[src/rtl/pc_sched_pkg.sv]
// Shared MIPS pipeline definitions: boot/exception addresses, mult/div
// latencies and the mult/div busy state encoding.
package pc_sched_pkg;

   localparam logic [31:0] RESET_PC_DEF = 32'h0000_3000;
   localparam logic [31:0] EXC_VEC_DEF  = 32'h0000_4180;
   localparam int unsigned MULT_CYC_DEF = 5;
   localparam int unsigned DIV_CYC_DEF  = 10;

   // Wide enough for any realistic mult/div latency
   localparam int unsigned MD_CNT_W = 8;

   typedef enum logic {
      RUN     = 1'b0,
      MD_BUSY = 1'b1
   } md_state_e;

endpackage : pc_sched_pkg

[src/rtl/pc_sched_md_busy_cnt.sv]
// md_busy_cnt: mult/div busy countdown. A start accepted in RUN holds
// o_busy high for exactly MULT_CYC or DIV_CYC cycles; starts while busy
// are ignored. Asynchronous active-low reset aborts the countdown.
module md_busy_cnt
   import pc_sched_pkg::*;
#(
   parameter int unsigned MULT_CYC = MULT_CYC_DEF,
   parameter int unsigned DIV_CYC  = DIV_CYC_DEF
) (
   input  logic clk,
   input  logic rst,
   input  logic i_start,
   input  logic i_is_div,
   output logic o_busy
);

   md_state_e             r_state;
   md_state_e             w_state_nxt;
   logic [MD_CNT_W-1:0]   r_cnt;
   logic [MD_CNT_W-1:0]   w_cnt_nxt;

   // State and counter registers
   always_ff @(posedge clk or negedge rst) begin
      if (!rst) begin
         r_state <= RUN;
         r_cnt   <= '0;
      end else begin
         r_state <= w_state_nxt;
         r_cnt   <= w_cnt_nxt;
      end
   end

   // Load on start in RUN, count down in MD_BUSY, leave on the last cycle
   always_comb begin
      w_state_nxt = r_state;
      w_cnt_nxt   = r_cnt;
      case (r_state)
         RUN: begin
            if (i_start) begin
               w_state_nxt = MD_BUSY;
               w_cnt_nxt   = i_is_div ? MD_CNT_W'(DIV_CYC) : MD_CNT_W'(MULT_CYC);
            end
         end
         MD_BUSY: begin
            w_cnt_nxt = r_cnt - 1'b1;
            if (r_cnt == MD_CNT_W'(1)) begin
               w_state_nxt = RUN;
               w_cnt_nxt   = '0;
            end
         end
         default: begin
            w_state_nxt = RUN;
            w_cnt_nxt   = '0;
         end
      endcase
   end

   assign o_busy = (r_state == MD_BUSY);

endmodule : md_busy_cnt

[src/rtl/pc_sched.sv]
// pc_sched: next-PC sequencer and stall scheduler for the 5-stage MIPS
// pipeline. Optional performance counters enabled by PC_SCHED_PERF_EN.
module pc_sched
   import pc_sched_pkg::*;
#(
   parameter logic [31:0] RESET_PC = RESET_PC_DEF,
   parameter logic [31:0] EXC_VEC  = EXC_VEC_DEF,
   parameter int unsigned MULT_CYC = MULT_CYC_DEF,
   parameter int unsigned DIV_CYC  = DIV_CYC_DEF
) (
   input  logic        clk,
   input  logic        rst,
   input  logic [31:0] pc_f,
   input  logic        br_taken_d,
   input  logic [31:0] br_target_d,
   input  logic        j_d,
   input  logic [31:0] j_target_d,
   input  logic        jr_d,
   input  logic [31:0] jr_target_d,
   input  logic        load_use_hzd,
   input  logic        md_start_e,
   input  logic        md_is_div_e,
   input  logic        md_use_d,
   input  logic        exc_req,
   input  logic        eret_d,
   input  logic [31:0] epc,
   output logic [31:0] npc,
   output logic        pc_stall,
   output logic        fd_stall,
   output logic        fd_flush,
   output logic        de_flush,
   output logic        md_busy
`ifdef PC_SCHED_PERF_EN
   ,
   output logic [31:0] stall_cycles,
   output logic [31:0] flush_events
`endif
);

   logic w_md_busy;
   logic w_md_hzd;
   logic w_stall;
   logic w_exc;

   md_busy_cnt #(
      .MULT_CYC (MULT_CYC),
      .DIV_CYC  (DIV_CYC)
   ) u_md_busy_cnt (
      .clk      (clk),
      .rst      (rst),
      .i_start  (md_start_e),
      .i_is_div (md_is_div_e),
      .o_busy   (w_md_busy)
   );

   // Controls are forced low while reset is held
   assign w_exc    = exc_req & rst;
   assign w_md_hzd = md_use_d & (w_md_busy | md_start_e);
   assign w_stall  = (load_use_hzd | w_md_hzd) & ~exc_req & rst;

   assign pc_stall = w_stall;
   assign fd_stall = w_stall;
   assign fd_flush = w_exc;
   assign de_flush = w_stall | w_exc;
   assign md_busy  = w_md_busy;

   // Next-PC priority mux; redirects wait out a stall
   always_comb begin
      npc = pc_f + 32'd4;
      if (!rst)            npc = RESET_PC;
      else if (exc_req)    npc = EXC_VEC;
      else if (w_stall)    npc = pc_f;
      else if (eret_d)     npc = epc;
      else if (jr_d)       npc = jr_target_d;
      else if (j_d)        npc = j_target_d;
      else if (br_taken_d) npc = br_target_d;
   end

`ifdef PC_SCHED_PERF_EN
   logic [31:0] r_stall_cycles;
   logic [31:0] r_flush_events;

   // Saturating stall-cycle and exception-flush counters
   always_ff @(posedge clk or negedge rst) begin
      if (!rst) begin
         r_stall_cycles <= '0;
         r_flush_events <= '0;
      end else begin
         if (w_stall && (r_stall_cycles != '1)) r_stall_cycles <= r_stall_cycles + 32'd1;
         if (w_exc && (r_flush_events != '1))   r_flush_events <= r_flush_events + 32'd1;
      end
   end

   assign stall_cycles = r_stall_cycles;
   assign flush_events = r_flush_events;
`endif

endmodule : pc_sched

[config.mk]
export PLATFORM = sky130hd
export DESIGN_NAME = pc_sched
export DESIGN_NICKNAME = d
export VERILOG_FILES = /design/src/rtl/pc_sched_pkg.sv /design/src/rtl/pc_sched_md_busy_cnt.sv /design/src/rtl/pc_sched.sv
export SDC_FILE = /design/constraint.sdc
export NUM_CORES = 1
export LEC_CHECK = 0
export ABC_AREA = 1
export BUFFER_PORTS_ARGS = -buffer_cell sky130_fd_sc_hd__buf_2
export CORE_ASPECT_RATIO = 0.75
export CORE_MARGIN = 5
export CORE_UTILIZATION = 40
export DETAILED_ROUTE_END_ITERATION = 7
export PLACE_DENSITY_LB_ADDON = 0.1
export SETUP_SLACK_MARGIN = 0.5
export SYNTH_ARGS = -nofsm -noshare
export SYNTH_HDL_FRONTEND = slang
export SYNTH_SLANG_ARGS = --single-unit
[constraint.sdc]
create_clock -name clk -period 2.85 [get_ports clk]
set_clock_uncertainty 0.1 [all_clocks]
set_input_delay 0.1425 -clock clk [delete_from_list [all_inputs] [get_ports clk]]
set_output_delay 0.1425 -clock clk [all_outputs]
set_load 0.02 [all_outputs]
## Yosys cells after proc, flatten, opt, wreduce, memory -nomap -nowiden

Cells that the tools add are included.

| storage, ports and cells | value |
|---|---|
| logic and storage cells | 29 |
| input port bits | 171 |
| bits in registers | 9 |
| output and inout bits | 37 |

| cells by class | value |
|---|---|
| bitwise operators | 9 |
| muxes and demuxes | 14 |
| eq/ne operators | 2 |
| $add $sub $neg | 2 |

Operator list:

| kind | count |
|---|---|
| 32-bit 2-to-1 mux | 7 |
| 32-bit by 3-bit adder with 32-bit output (second input constant) | 1 |
| 8-bit 2-to-1 mux | 2 |
| 8-bit case mux with 2 select lines | 1 |
| 8-bit by 1-bit equality test with 1-bit output (second input constant) | 1 |
| 8-bit by 1-bit subtractor with 8-bit output (second input constant) | 1 |
| 1-bit AND | 4 |
| 4-bit 2-to-1 mux | 1 |
| 1-bit bitwise OR | 3 |
| 1-bit 2-to-1 mux | 2 |
| 2-bit != test (second input constant) | 1 |
| 1-bit inverter | 2 |
| 1-bit case mux with 2 select lines | 1 |

## Depth between registers and ports, before layout

| logic depth | value |
|---|---|
| depth in word-level cells | 8 |
| gate-level depth with buffers | 14 |
| depth with buffers taken out | 14 |

## Modules after synthesis

A second synthesis with hierarchy kept.

| unflattened totals | value |
|---|---|
| cells, all modules | 665 |
| area, all modules | 3263.1 µm² |

Modules (own cells, without submodules):

| module | instances | cells an instance | area each (µm²) |
|---|---|---|---|
| pc_sched | 1 | 587 | 2673.8 |
| md_busy_cnt | 1 | 78 | 589.3 |

## Worst setup path before layout

OpenSTA, ideal clock, no wires.

| timing path | value |
|---|---|
| path type | reg-to-output |
| start | register u_md_busy_cnt.r_state, in the netlist u_md_busy_cnt.o_busy |
| end | output npc[3] |
| path buffers | 1 |
| cell stages (with the launch flop) | 7 |
| setup slack | 0.858 ns |
| arrival time | 1.750 ns |
| cell sequence | dfrtp_1 > inv_2 > nand2_1 > a21oi_4 > clkbuf_1 > nor2_1 > nor3_1 |

| between the ends | value |
|---|---|
| word-level cells in the longest chain between the ends | 8 |

RTL lines:

| what | RTL line | RTL |
|---|---|---|
| start, declared | pc_sched_md_busy_cnt.sv:17 | `md_state_e r_state;` |
| start signal, assigned | pc_sched_md_busy_cnt.sv:28 | `r_state <= w_state_nxt;` |
| 1-bit bitwise OR | pc_sched.sv:58 | `assign w_md_hzd = md_use_d & (w_md_busy \| md_start_e);` |
| 1-bit AND | pc_sched.sv:58 |  |
| 1-bit bitwise OR | pc_sched.sv:59 | `assign w_stall = (load_use_hzd \| w_md_hzd) & ~exc_req & rst;` |
| 1-bit AND (2 in series) | pc_sched.sv:59 |  |
| 32-bit 2-to-1 mux | pc_sched.sv:72 | `else if (w_stall) npc = pc_f;` |
| 32-bit 2-to-1 mux | pc_sched.sv:71 | `else if (exc_req) npc = EXC_VEC;` |
| 32-bit 2-to-1 mux | pc_sched.sv:70 | `if (!rst) npc = RESET_PC;` |
| end, declared | pc_sched.sv:27 | `output logic [31:0] npc,` |

No other way between the ends.

## Worst setup path in the final report

| timing path | value |
|---|---|
| start | register u_md_busy_cnt.r_state, in the netlist u_md_busy_cnt.o_busy |
| end | output npc[25] |

Same word-level chain as after synthesis.

==> results.json <==
{
  "core_area_um2": 7812,
  "drt_iter0_drc": 644,
  "ys_seq_elements": 9,
  "min_path_cells": 3,
  "worst_hold_slack_ns": 0.1114,
  "final_common_cell": "buf_2",
  "dp_hpwl_mm": 12.36,
  "r2r_start": "u_md_busy_cnt.r_cnt[0]",
  "r2r_slack_ns": 1.40,
  "synth_area_leaders": "nand2_1 (21%), nor2_1 (13%), a21oi_1 (13%)",
  "cts_max_level": 1,
  "slew_violations": 0,
  "layout.cells.non_filler": 923,
  "wl_per_cell_um": 16.77,
  "p_per_area_nw_per_um2": 193.0,
  "globalRouteOverflowTotal": 0,
  "setup_viol": 0,
  "cellLeakagePower_nw": 2.325,
  "antenna_found_initial": 0,
  "worstReg2RegEnd": "u_md_busy_cnt.r_cnt[6]",
  "slew_headroom_pct": 49.48,
  "r2r_cells": 6,
  "finalCritPeriodShare_pct": 79.44,
  "cts_buffer_depth": 2,
  "nets": 993,
  "hold_viol": 0,
  "vias": 5013,
  "worst_slack_ns": 0.5859,
  "placement.io_buffers": 207,
  "syn-num-nets": 807,
  "min_from": "md_start_e",
  "required_ns": 2.61,
  "worst_slew_pin_slew_ns": 0.7566,
  "ctsRootBufferMaster": "clkbuf_8",
  "postRouteAntennaNets": 0,
  "synth_top_area_share_pct": 21.17,
  "yosysTopAreaCell": "nand2_1",
  "cts_made_buffers": 3,
  "status": "finished clean",
  "drv.max_cap_violation_count": 0,
  "cp-end-kind": "output pin",
  "cts_tree": "built",
  "grt_pass1_wl_mm": 23.64,
  "pin_count": 208,
  "fp.dieW_um": 112.9,
  "clk_pin_slew_worst_paths_ns": 0.04,
  "power.total_w": 0.0008333,
  "dr.pass1.iters": 5,
  "yosysWarnings": 0,
  "finalCriticalPeriod_ns": 2.264,
  "worstSetupPathType": "reg -> out",
  "netlist_instances": 633,
  "grt_setup_unrepaired": "no",
  "min_path_type": "in -> reg",
  "grt_max_degree": 46,
  "dieArea_um2": 9836,
  "start_util_pct": 40.63,
  "grt_pass1_vias": 4506,
  "antennaDiodeCount": 0,
  "viasPerCell": 5.431,
  "hold_path_end": "u_md_busy_cnt.o_busy",
  "gp_congestion": 1.115,
  "drc": 0,
  "grt_util_all_layers_pct": 29.96,
  "die_y_um": 87.15,
  "synth_cell_types": 39,
  "syn-cell-area_um2": 3174,
  "pre_cts_slack_ns": 0.8091,
  "layout-area-overhead-vs-synth_pct": 36.03,
  "numClockSinks": 9,
  "crit_fanout": 27,
  "layout-drive-gt1-share_pct": 31.78,
  "startpoint_type": "flop",
  "ys_seq_area_share_pct": 7.095,
  "dpl.cell_count": 918,
  "vdd_ir_drop_max_mv": 0.2692,
  "syn_avg_cell_area_um2": 5.015,
  "worstPathArrival_ns": 2.02,
  "setup_tns_ns": 0,
  "max_freq_ghz": 0.4417,
  "wl_mm": 15.48,
  "layout_common_cells": "buf_2 (207), nand2_1 (178), nor2_1 (113)",
  "rows": 28,
  "worstSkewPairLatency_ns": 0.24
}
layer usage:
metal | track usage (%) | share of wire [%] | vias up
met5 | 0 | 0 | -
met4 | 5.786 | 1.8 | 0
met3 | 7.708 | 13 | 33
met2 | 45.43 | 42 | 298
met1 | 42.96 | 43 | 2248
li1 | - | - | 2434
critical path: stages, from the launching register on:
cell and delay, ns:
dfrtp_1 0.41, inv_2 0.09, nand2_2 0.13, a21oi_4 0.20, buf_4 0.31, o21ai_0 0.26, a21oi_2 0.18, buf_2 0.18
through the flow:
step                      utilization, %  instance area [um^2]
after global placement             54.42                  4252
final                              55.27                  4318
after floorplan                        -                  3174
after CTS                          55.12                  4307
after global routing               55.27                  4318
after detailed placement           54.42                  4252
logic make-up after synthesis:
group                      synth area share, %
AOI/OAI and AO/OA                        29.01
xor gates and xnor gates                 4.099
adders and majority gates                1.183
buffers and inverters                    9.696
DFF                                      7.095
and+or+nand+nor                          48.92
flip-flops by register name (all words and copies together) (netlist names):
register              flops
u_md_busy_cnt.o_busy      1
u_md_busy_cnt.r_cnt       8
power breakdown:
part	internal [W]	switching, W	leakage, nW
combinational	0.000209	0.000343	2.20
clock	0.0000979	0.0000553	0.0228
sequential	0.000128	0	0.107
total	0.000435	0.000398	2.32
area by class of cell:
| class | instances | area, um^2 |
|---|---|---|
| Inverter | 42 | 157.7 |
| Fill cell | 830 | 3495 |
| Tap cell | 105 | 131.4 |
| Sequential cell | 9 | 225.2 |
| Multi-Input combinational cell | 547 | 2649 |
| Clock buffer | 4 | 45.04 |
| Timing Repair Buffer | 216 | 1110 |
how the worst max path moves through the flow:
stage / slack, ns / from / cells after the start / end
global placement: 0.74 / br_taken_d / 9 / npc[3]
CTS: 0.57 / u_md_busy_cnt.o_busy / 8 / npc[3]
global route: 0.53 / u_md_busy_cnt.o_busy / 7 / npc[29]
detailed placement: 0.81 / pc_f[3] / 15 / npc[26]
floorplan: 0.86 / u_md_busy_cnt.o_busy / 6 / npc[3]
finish: 0.59 / u_md_busy_cnt.o_busy / 7 / npc[25]
Yosys cell counts:
master	n
nand3b_1	4
a21oi_1	83
inv_1	37
o21bai_1	2
nor2_4	7
a21oi_4	1
a22oi_1	3
or2_0	1
nor3_1	2
xnor2_1	2
nor2_8	1
buf_2	9
o22ai_1	3
o31ai_1	1
o21ai_2	1
nand2_2	9
nor2_1	113
or2_2	2
nand2_4	2
and2_1	1
xor2_1	11
nand4_1	3
buf_4	2
xor2_2	1
o211ai_1	6
a21o_1	4
dfrtp_1	9
a21oi_2	3
buf_1	1
inv_2	5
o21ai_0	52
a211oi_1	1
nand3_1	29
ha_1	3
a31oi_1	2
clkbuf_1	23
nor2_2	8
o21ai_1	7
nand2_1	179
what timing repair did:
action                     CTS  global route
gates resized for setup      0             3
hold endpoints to repair     9             0
hold buffers                 1             0
setup endpoints to repair    0            28
buffers inserted             0             0
(Power assumes the default switching activity.)
